$ cat src/rtl/picomips_pkg.sv
// Shared definitions for the picoMIPS control path: ALU function codes,
// opcode and operand-B select encodings, and sequencer states.
// No logic, so no latency or backpressure.
package picomips_pkg;

  localparam logic [1:0] RA   = 2'b00;
  localparam logic [1:0] RB   = 2'b01;
  localparam logic [1:0] RADD = 2'b10;
  localparam logic [1:0] RMUL = 2'b11;

  typedef enum logic [2:0] {
    OP_NOP  = 3'b000,
    OP_ADD  = 3'b001,
    OP_ADDI = 3'b010,
    OP_MUL  = 3'b011,
    OP_MULI = 3'b100,
    OP_MOV  = 3'b101,
    OP_IN   = 3'b110,
    OP_BZ   = 3'b111
  } op_t;

  typedef enum logic [1:0] {
    BSEL_REG = 2'd0,
    BSEL_IMM = 2'd1,
    BSEL_SW  = 2'd2
  } bsel_t;

  typedef enum logic [1:0] {
    FETCH,
    EXEC,
    WAIT_PRESS,
    WAIT_REL
  } state_t;

endpackage

$ cat src/rtl/prog_seq_pc_reg.sv
// Program counter: synchronous reset, branch load has priority over increment.
// Latency: new value visible one cycle after inc/ld is sampled.
// Backpressure: none; holds its value whenever inc and ld are both low.
module pc_reg #(
  parameter int Psize = 6
) (
  input  logic             clk,
  input  logic             reset,
  input  logic             inc,
  input  logic             ld,
  input  logic [Psize-1:0] ld_val,
  output logic [Psize-1:0] pc
);

  always_ff @(posedge clk) begin
    if (reset)
      pc <= '0;
    else if (ld)
      pc <= ld_val;
    else if (inc)
      pc <= pc + Psize'(1);
  end

endmodule

$ cat src/rtl/prog_seq.sv
// picoMIPS decoder/sequencer: fetch, decode, branch, switch-input handshake.
// Latency: 2 cycles per instruction, IN takes 4+ cycles (waits on press and release).
// Backpressure: IN stalls the PC until sw_valid rises and falls; PICOMIPS_MUL_EN enables MUL/MULI.
module prog_seq
  import picomips_pkg::*;
#(
  parameter int Psize = 6,
  parameter int Isize = 16,
  parameter int n     = 8
) (
  input  logic             clk,
  input  logic             reset,
  input  logic [Isize-1:0] instr,
  input  logic             zero,
  input  logic             sw_valid,
  output logic [Psize-1:0] pc,
  output logic [1:0]       alu_func,
  output logic [1:0]       b_sel,
  output logic [n-1:0]     imm,
  output logic [2:0]       rd_addr,
  output logic [2:0]       rs_addr,
  output logic             reg_we,
  output logic             in_wait
);

  state_t           state, state_nxt;
  op_t              op;
  logic [1:0]       dec_func;
  bsel_t            dec_bsel;
  logic             dec_wr;
  logic             pc_inc, pc_ld;
  logic [Psize-1:0] br_off, br_tgt;

  assign op     = op_t'(instr[Isize-1:Isize-3]);
  // Size cast sign-extends or truncates the immediate to the PC width.
  assign br_off = Psize'($signed(imm));
  assign br_tgt = pc + br_off;

  pc_reg #(.Psize(Psize)) u_pc (
    .clk    (clk),
    .reset  (reset),
    .inc    (pc_inc),
    .ld     (pc_ld),
    .ld_val (br_tgt),
    .pc     (pc)
  );

  always_comb begin
    dec_func = RA;
    dec_bsel = BSEL_REG;
    dec_wr   = 1'b0;
    case (op)
      OP_ADD:  begin dec_func = RADD; dec_bsel = BSEL_REG; dec_wr = 1'b1; end
      OP_ADDI: begin dec_func = RADD; dec_bsel = BSEL_IMM; dec_wr = 1'b1; end
`ifdef PICOMIPS_MUL_EN
      OP_MUL:  begin dec_func = RMUL; dec_bsel = BSEL_REG; dec_wr = 1'b1; end
      OP_MULI: begin dec_func = RMUL; dec_bsel = BSEL_IMM; dec_wr = 1'b1; end
`endif
      OP_MOV:  begin dec_func = RB;   dec_bsel = BSEL_REG; dec_wr = 1'b1; end
      // IN writes from the handshake states, never from EXEC.
      OP_IN:   begin dec_func = RB;   dec_bsel = BSEL_SW;  dec_wr = 1'b0; end
      default: ;
    endcase
  end

  always_ff @(posedge clk) begin
    if (reset)
      state <= FETCH;
    else
      state <= state_nxt;
  end

  always_comb begin
    state_nxt = state;
    pc_inc    = 1'b0;
    pc_ld     = 1'b0;
    reg_we    = 1'b0;
    in_wait   = 1'b0;
    alu_func  = RA;
    b_sel     = BSEL_REG;
    imm       = '0;
    rd_addr   = '0;
    rs_addr   = '0;

    // Decode fields track the ROM word from EXEC onward; FETCH shows idle values.
    if (state != FETCH) begin
      alu_func = dec_func;
      b_sel    = dec_bsel;
      imm      = instr[n-1:0];
      rd_addr  = instr[12:10];
      rs_addr  = instr[9:7];
    end

    case (state)
      FETCH: state_nxt = EXEC;
      EXEC: begin
        if (op == OP_IN) begin
          state_nxt = WAIT_PRESS;
        end else begin
          reg_we    = dec_wr;
          pc_ld     = (op == OP_BZ) && zero;
          pc_inc    = !pc_ld;
          state_nxt = FETCH;
        end
      end
      WAIT_PRESS: begin
        in_wait = 1'b1;
        if (sw_valid) begin
          reg_we    = 1'b1;
          state_nxt = WAIT_REL;
        end
      end
      WAIT_REL: begin
        in_wait = 1'b1;
        if (!sw_valid) begin
          pc_inc    = 1'b1;
          state_nxt = FETCH;
        end
      end
      default: state_nxt = FETCH;
    endcase

    if (reset)
      reg_we = 1'b0;
  end

endmodule

$ cat config.mk
export PLATFORM = sky130hd
export DESIGN_NAME = prog_seq
export DESIGN_NICKNAME = d
export VERILOG_FILES = /design/src/rtl/picomips_pkg.sv /design/src/rtl/prog_seq_pc_reg.sv /design/src/rtl/prog_seq.sv
export SDC_FILE = /design/constraint.sdc
export NUM_CORES = 1
export LEC_CHECK = 0
export BUFFER_PORTS_ARGS = -buffer_cell sky130_fd_sc_hd__buf_2
export CAP_MARGIN = 20
export CORE_UTILIZATION = 46
export DETAILED_ROUTE_END_ITERATION = 10
export PLACE_DENSITY_LB_ADDON = 0.25
export SLEW_MARGIN = 20
export SYNTH_ARGS = -nofsm -noshare
export SYNTH_HDL_FRONTEND = slang
export SYNTH_SLANG_ARGS = --single-unit
$ cat constraint.sdc
create_clock -name clk -period 4.1 [get_ports clk]
set_input_delay 0.41 -clock clk [delete_from_list [all_inputs] [get_ports clk]]
set_output_delay 0.41 -clock clk [all_outputs]
set_load 0.1 [all_outputs]
---- Word level (Yosys, flattened, before mapping) ----
Index checks and enable logic that the tools add are counted.
word-level totals
  register bits ........................... 8
  bits in latches ......................... 0
  output and inout port bits .............. 26
  word-level logic and storage cells ...... 48
  memories ................................ 0
  bits in read-only memories .............. 0
  bits in writable memories ............... 0
operators by class
  add/subtract/negate cells ............... 2
  shifts and indexed selects .............. 0
  bitwise gates (word level) .............. 0
  mux-type cells .......................... 24
  $lt $le $gt $ge ......................... 0
  $mul .................................... 0
  equal/unequal tests ..................... 10
  reduce and logical (&&, ||, !) cells .... 10
  divide/modulo/power cells ............... 0
operator list
  kind                                                              number
  6-bit 2-to-1 mux                                                  2
  2-bit 2-to-1 mux                                                  5
  3-bit == test (second input constant)                             3
  1-bit 2-to-1 mux                                                  9
  8-bit 2-to-1 mux                                                  1
  2-bit case mux with 2 select lines                                2
  2-bit case mux with 4 select lines                                1
  6-bit by 1-bit adder with 6-bit output (second input constant)    1
  6-bit adder                                                       1
  3-bit 2-to-1 mux                                                  2
  2-bit OR reduction                                                3
  2-bit == test (second input constant)                             2
  2-bit inequality test (second input constant)                     2
  1-bit case mux with 2 select lines                                2
  2-bit nonzero test                                                2
  3-bit by 1-bit == test with 1-bit output (second input constant)  1
  3-bit by 2-bit == test with 1-bit output (second input constant)  1
  3-bit OR reduction                                                1
  2-bit by 1-bit == test with 1-bit output (second input constant)  1
  2-bit logical NOT                                                 1
  2-bit AND reduction                                               1
  1-bit logical AND                                                 1
  1-bit logical NOT                                                 1

---- Longest topological paths before layout ----
  word-level depth ........................ 7
  depth in mapped cells ................... 11

---- Hierarchy ----
A second synthesis with hierarchy kept.
second synthesis, totals
  cells, all modules ...................... 102
  area, all modules ....................... 835.8 sq um
modules (own cells, without submodules)
  module    area each (sq um)  seq. area each (sq um)  instances  cells an instance
  prog_seq  536.8              40.0                    1          70
  pc_reg    299.0              120.1                   1          32

---- Worst setup path before layout ----
No wires, ideal clock.
  kind .................................... register -> register
  start point ............................. register state[0]
  end point ............................... register u_pc.pc[5]
  stages on the path, launching flop included .. 11
  path slack .............................. 0.331 ns
  arrival ................................. 3.699 ns
  setup time .............................. 0.070 ns
  cell sequence ........................... dfxtp_1 > inv_1 > ha_1 > nor2b_1 > nor2b_1 > ha_1 > and3_1 > a2111oi_4 > xnor2_1 > or3_1 > a21oi_1
between the ends
  cells in the longest elaborated chain, start to end .. 4
  elaborated cells between the ends (all ways) .. 9
  those cells by class .................... 1 x add/sub; 2 x eq/ne; 4 x mux; 2 x reduce/logical
RTL lines
  item                    line                   source
  from (decl)             prog_seq.sv:26         state_t state, state_nxt;
  from (signal assigned)  prog_seq.sv:70         state <= state_nxt;
  2-bit nonzero test      prog_seq.sv:86         if (state != FETCH) begin
  8-bit 2-to-1 mux        prog_seq.sv:86
  named net imm[3]        prog_seq.sv:19         output logic [n-1:0] imm,
  6-bit adder             prog_seq.sv:37         assign br_tgt = pc + br_off;
  6-bit 2-to-1 mux        prog_seq_pc_reg.sv:18  else if (ld)
  to (signal assigned)    prog_seq_pc_reg.sv:19  pc <= ld_val;
  to (signal assigned)    prog_seq_pc_reg.sv:21  pc <= pc + Psize'(1);
  to (decl)               prog_seq_pc_reg.sv:12  output logic [Psize-1:0] pc
The timed path passes the listed nets, and every way through them passes these cells.
A chain may end at the register's enable or synchronous reset.

---- Final worst setup path ----
  start point ............................. register state[0]
  end point ............................... register u_pc.pc[5]
between the ends
  cells in the longest elaborated chain, start to end .. 4
  elaborated cells between the ends (all ways) .. 9
  those cells by class .................... 1 x add/sub; 2 x eq/ne; 4 x mux; 2 x reduce/logical
RTL lines
  item                line
  2-bit nonzero test  prog_seq.sv:86
  8-bit 2-to-1 mux    prog_seq.sv:86
  6-bit adder         prog_seq.sv:37
  6-bit 2-to-1 mux    prog_seq_pc_reg.sv:18
Parallel ways exist; a longest one is shown, timed or not.

==> results.json <==
{
  "status": "finished, final reports clean",
  "max-clock-path-buffers": 2,
  "clk_latency_ps": 260,
  "synth_flop_cell": "dfxtp_1",
  "worstPathArrival_ps": 3040,
  "cts.sinks": 8,
  "cts_root_buffer": "clkbuf_4",
  "synth_edf_count": 0,
  "post-cts-setup-buffers": 0,
  "finalNetCount": 169,
  "ios": 46,
  "rsz0062_at_grt": "false",
  "drive_gt1_share_pct": 38.7,
  "layout_commonest_cell": "buf_2",
  "synth.distinct_cells": 31,
  "initial_utilization_pct": 50.7,
  "slew_viol_final": 0,
  "die_x_um": 43.2,
  "synthToLayoutAreaGrowth_pct": 32.3,
  "cts_buffers": 3,
  "skew_ps": 2.32,
  "path_max_fanout": 19,
  "hp-class": "input port to register",
  "async_flop_share_pct": 0,
  "worstSetupPathType": "register to register",
  "die-area_um2": 1870,
  "required_ps": 4290,
  "yosys_warnings": 0,
  "grtUsageTotal_pct": 20.5,
  "ys_ff_latch": 8,
  "hpwl_mm": 1.50,
  "htree_num_levels": 1,
  "vias_per_cell": 5.30,
  "die_h_um": 43.2,
  "hold_buffers": 0,
  "crit_path_start_kind": "register",
  "ctsResizeCount": 0,
  "fin_crit_ps": 2850,
  "drt_iter0_markers": 16,
  "seq_area_frac_synth_pct": 20.5,
  "setup_viol": 0,
  "final_cell_mix": "buf_2 (45), nor2b_1 (18), ha_1 (9), nor2_1 (8), dfxtp_1 (8)",
  "num_vias": 811,
  "fin_util_pct": 67.1,
  "syn_area_um2": 782,
  "routed_wl_mm": 1.81,
  "p_leak_uw": 0.000583,
  "power.density_nw_per_um2": 281,
  "syn_avg_cell_area_um2": 8.50,
  "routedWlPerCell_um": 11.8,
  "portBuffers": 45,
  "worst_slack_ps": 1250,
  "period_share_pct": 69.5,
  "place_congestion": 0.888,
  "syn_nets": 122,
  "fin_tns_setup_ps": 0,
  "hold_viol_final": 0,
  "drt-pass1-iter-count": 4,
  "vdd_drop_max_v": 0.000178,
  "path_clk_slew_ps": 50,
  "antenna_found_initial": 0,
  "crit_path_end_kind": "register",
  "worstMarginPinSlew_ps": 637,
  "std_cell_rows": 14,
  "drc": 0,
  "antenna_left": 0,
  "pre_cts_ws_ps": 1240,
  "first_global_vias": 671,
  "grt_pass1_wl_mm": 2.83,
  "syn-instance-count": 92,
  "grt_start_max_net_pins": 20,
  "fmax_ghz": 0.351,
  "timing.slew.headroom_pct": 57.5,
  "cap_violations": 0,
  "core-area_um2": 1540,
  "num_antenna_cells": 0,
  "grt_overflow": 0,
  "cts_tree": "done"
}
[per-layer routing]
layer  up-vias  part of all wire (%)  track usage (%)
met5         -                     0                0
met2        24                    52             35.5
met4         0                  0.44             5.45
met3         2                   5.9             7.66
li1        412                     -                -
met1       373                    42             23.2
[Yosys cell counts, types with 2 or more instances]
master    number  area share [%]
mux2i_1        6             7.7
and3_1         3             2.4
and2_1         2             1.6
a21o_1         2             1.9
nor3b_1        3             2.9
or2_2          2             1.6
nor2_1         8             3.8
nand2b_1       2             1.6
a21oi_1        4             2.6
inv_1          2            0.96
o21ai_0        2             1.3
xnor2_1        3             3.4
dfxtp_1        8              20
nor2b_1       18              14
nor3_1         3             1.9
ha_1           9              14
[per-stage QoR]
step | hold WS, ps | cells | instance area (um2) | total power [uW]
floorplan | 531 | 92 | 782 | 205
finish | 457 | 153 | 1030 | 291
global placement | 474 | 150 | 1010 | 229
detailed placement | 481 | 150 | 1010 | 231
CTS | 443 | 153 | 1030 | 294
global route | 456 | 153 | 1030 | 307
[path summary, 6_finish.rpt]
path | start | end | slack, ps | depth (start not counted)
worst max-delay path | state[0]$_SDFFE_PP0P_ | u_pc.pc[5]$_SDFFE_PP0P_ | 1250 | 10
worst min register to register | u_pc.pc[5]$_SDFFE_PP0P_ | u_pc.pc[5]$_SDFFE_PP0P_ | 490 | 2
worst min-delay path | reset | u_pc.pc[5]$_SDFFE_PP0P_ | 460 | 2
worst max register to register | state[0]$_SDFFE_PP0P_ | u_pc.pc[5]$_SDFFE_PP0P_ | 1250 | 10
[layout make-up]
type                    count  area, um2
clock buffers               3       22.5
fillers                   135        507
inverters                   2       7.51
multi-input cells          79        599
flip-flops and latches      8        160
well taps                  16       20.0
repair buffers             45        225
[report_power, final]
part	leakage, uW	internal (uW)	switching [uW]
Clock	0.0000138	33.6	28.4
Combinational	0.000504	29.4	116
Sequential	0.0000650	80.6	3.00
[cells by family after synthesis]
group | count (synthesis) | synth area share [%]
and+or+nand+nor | 46 | 34.4
AOI/OAI and AO/OA | 13 | 13.1
adders and majority gates | 10 | 17.0
DFF | 8 | 20.5
muxes | 6 | 7.68
buffers and inverters | 5 | 2.88
xor gates and xnor gates | 4 | 4.48
[worst max-delay path: stages (launching register included)]
cell and delay (ps):
dfxtp_1 360, inv_1 100, ha_1 570, nor2b_1 140
nor2b_1 170, ha_1 330, and3_1 230, a2111oi_4 350
xnor2_1 110, or3_1 300, a21oi_1 130
(Power assumes the default switching activity.)
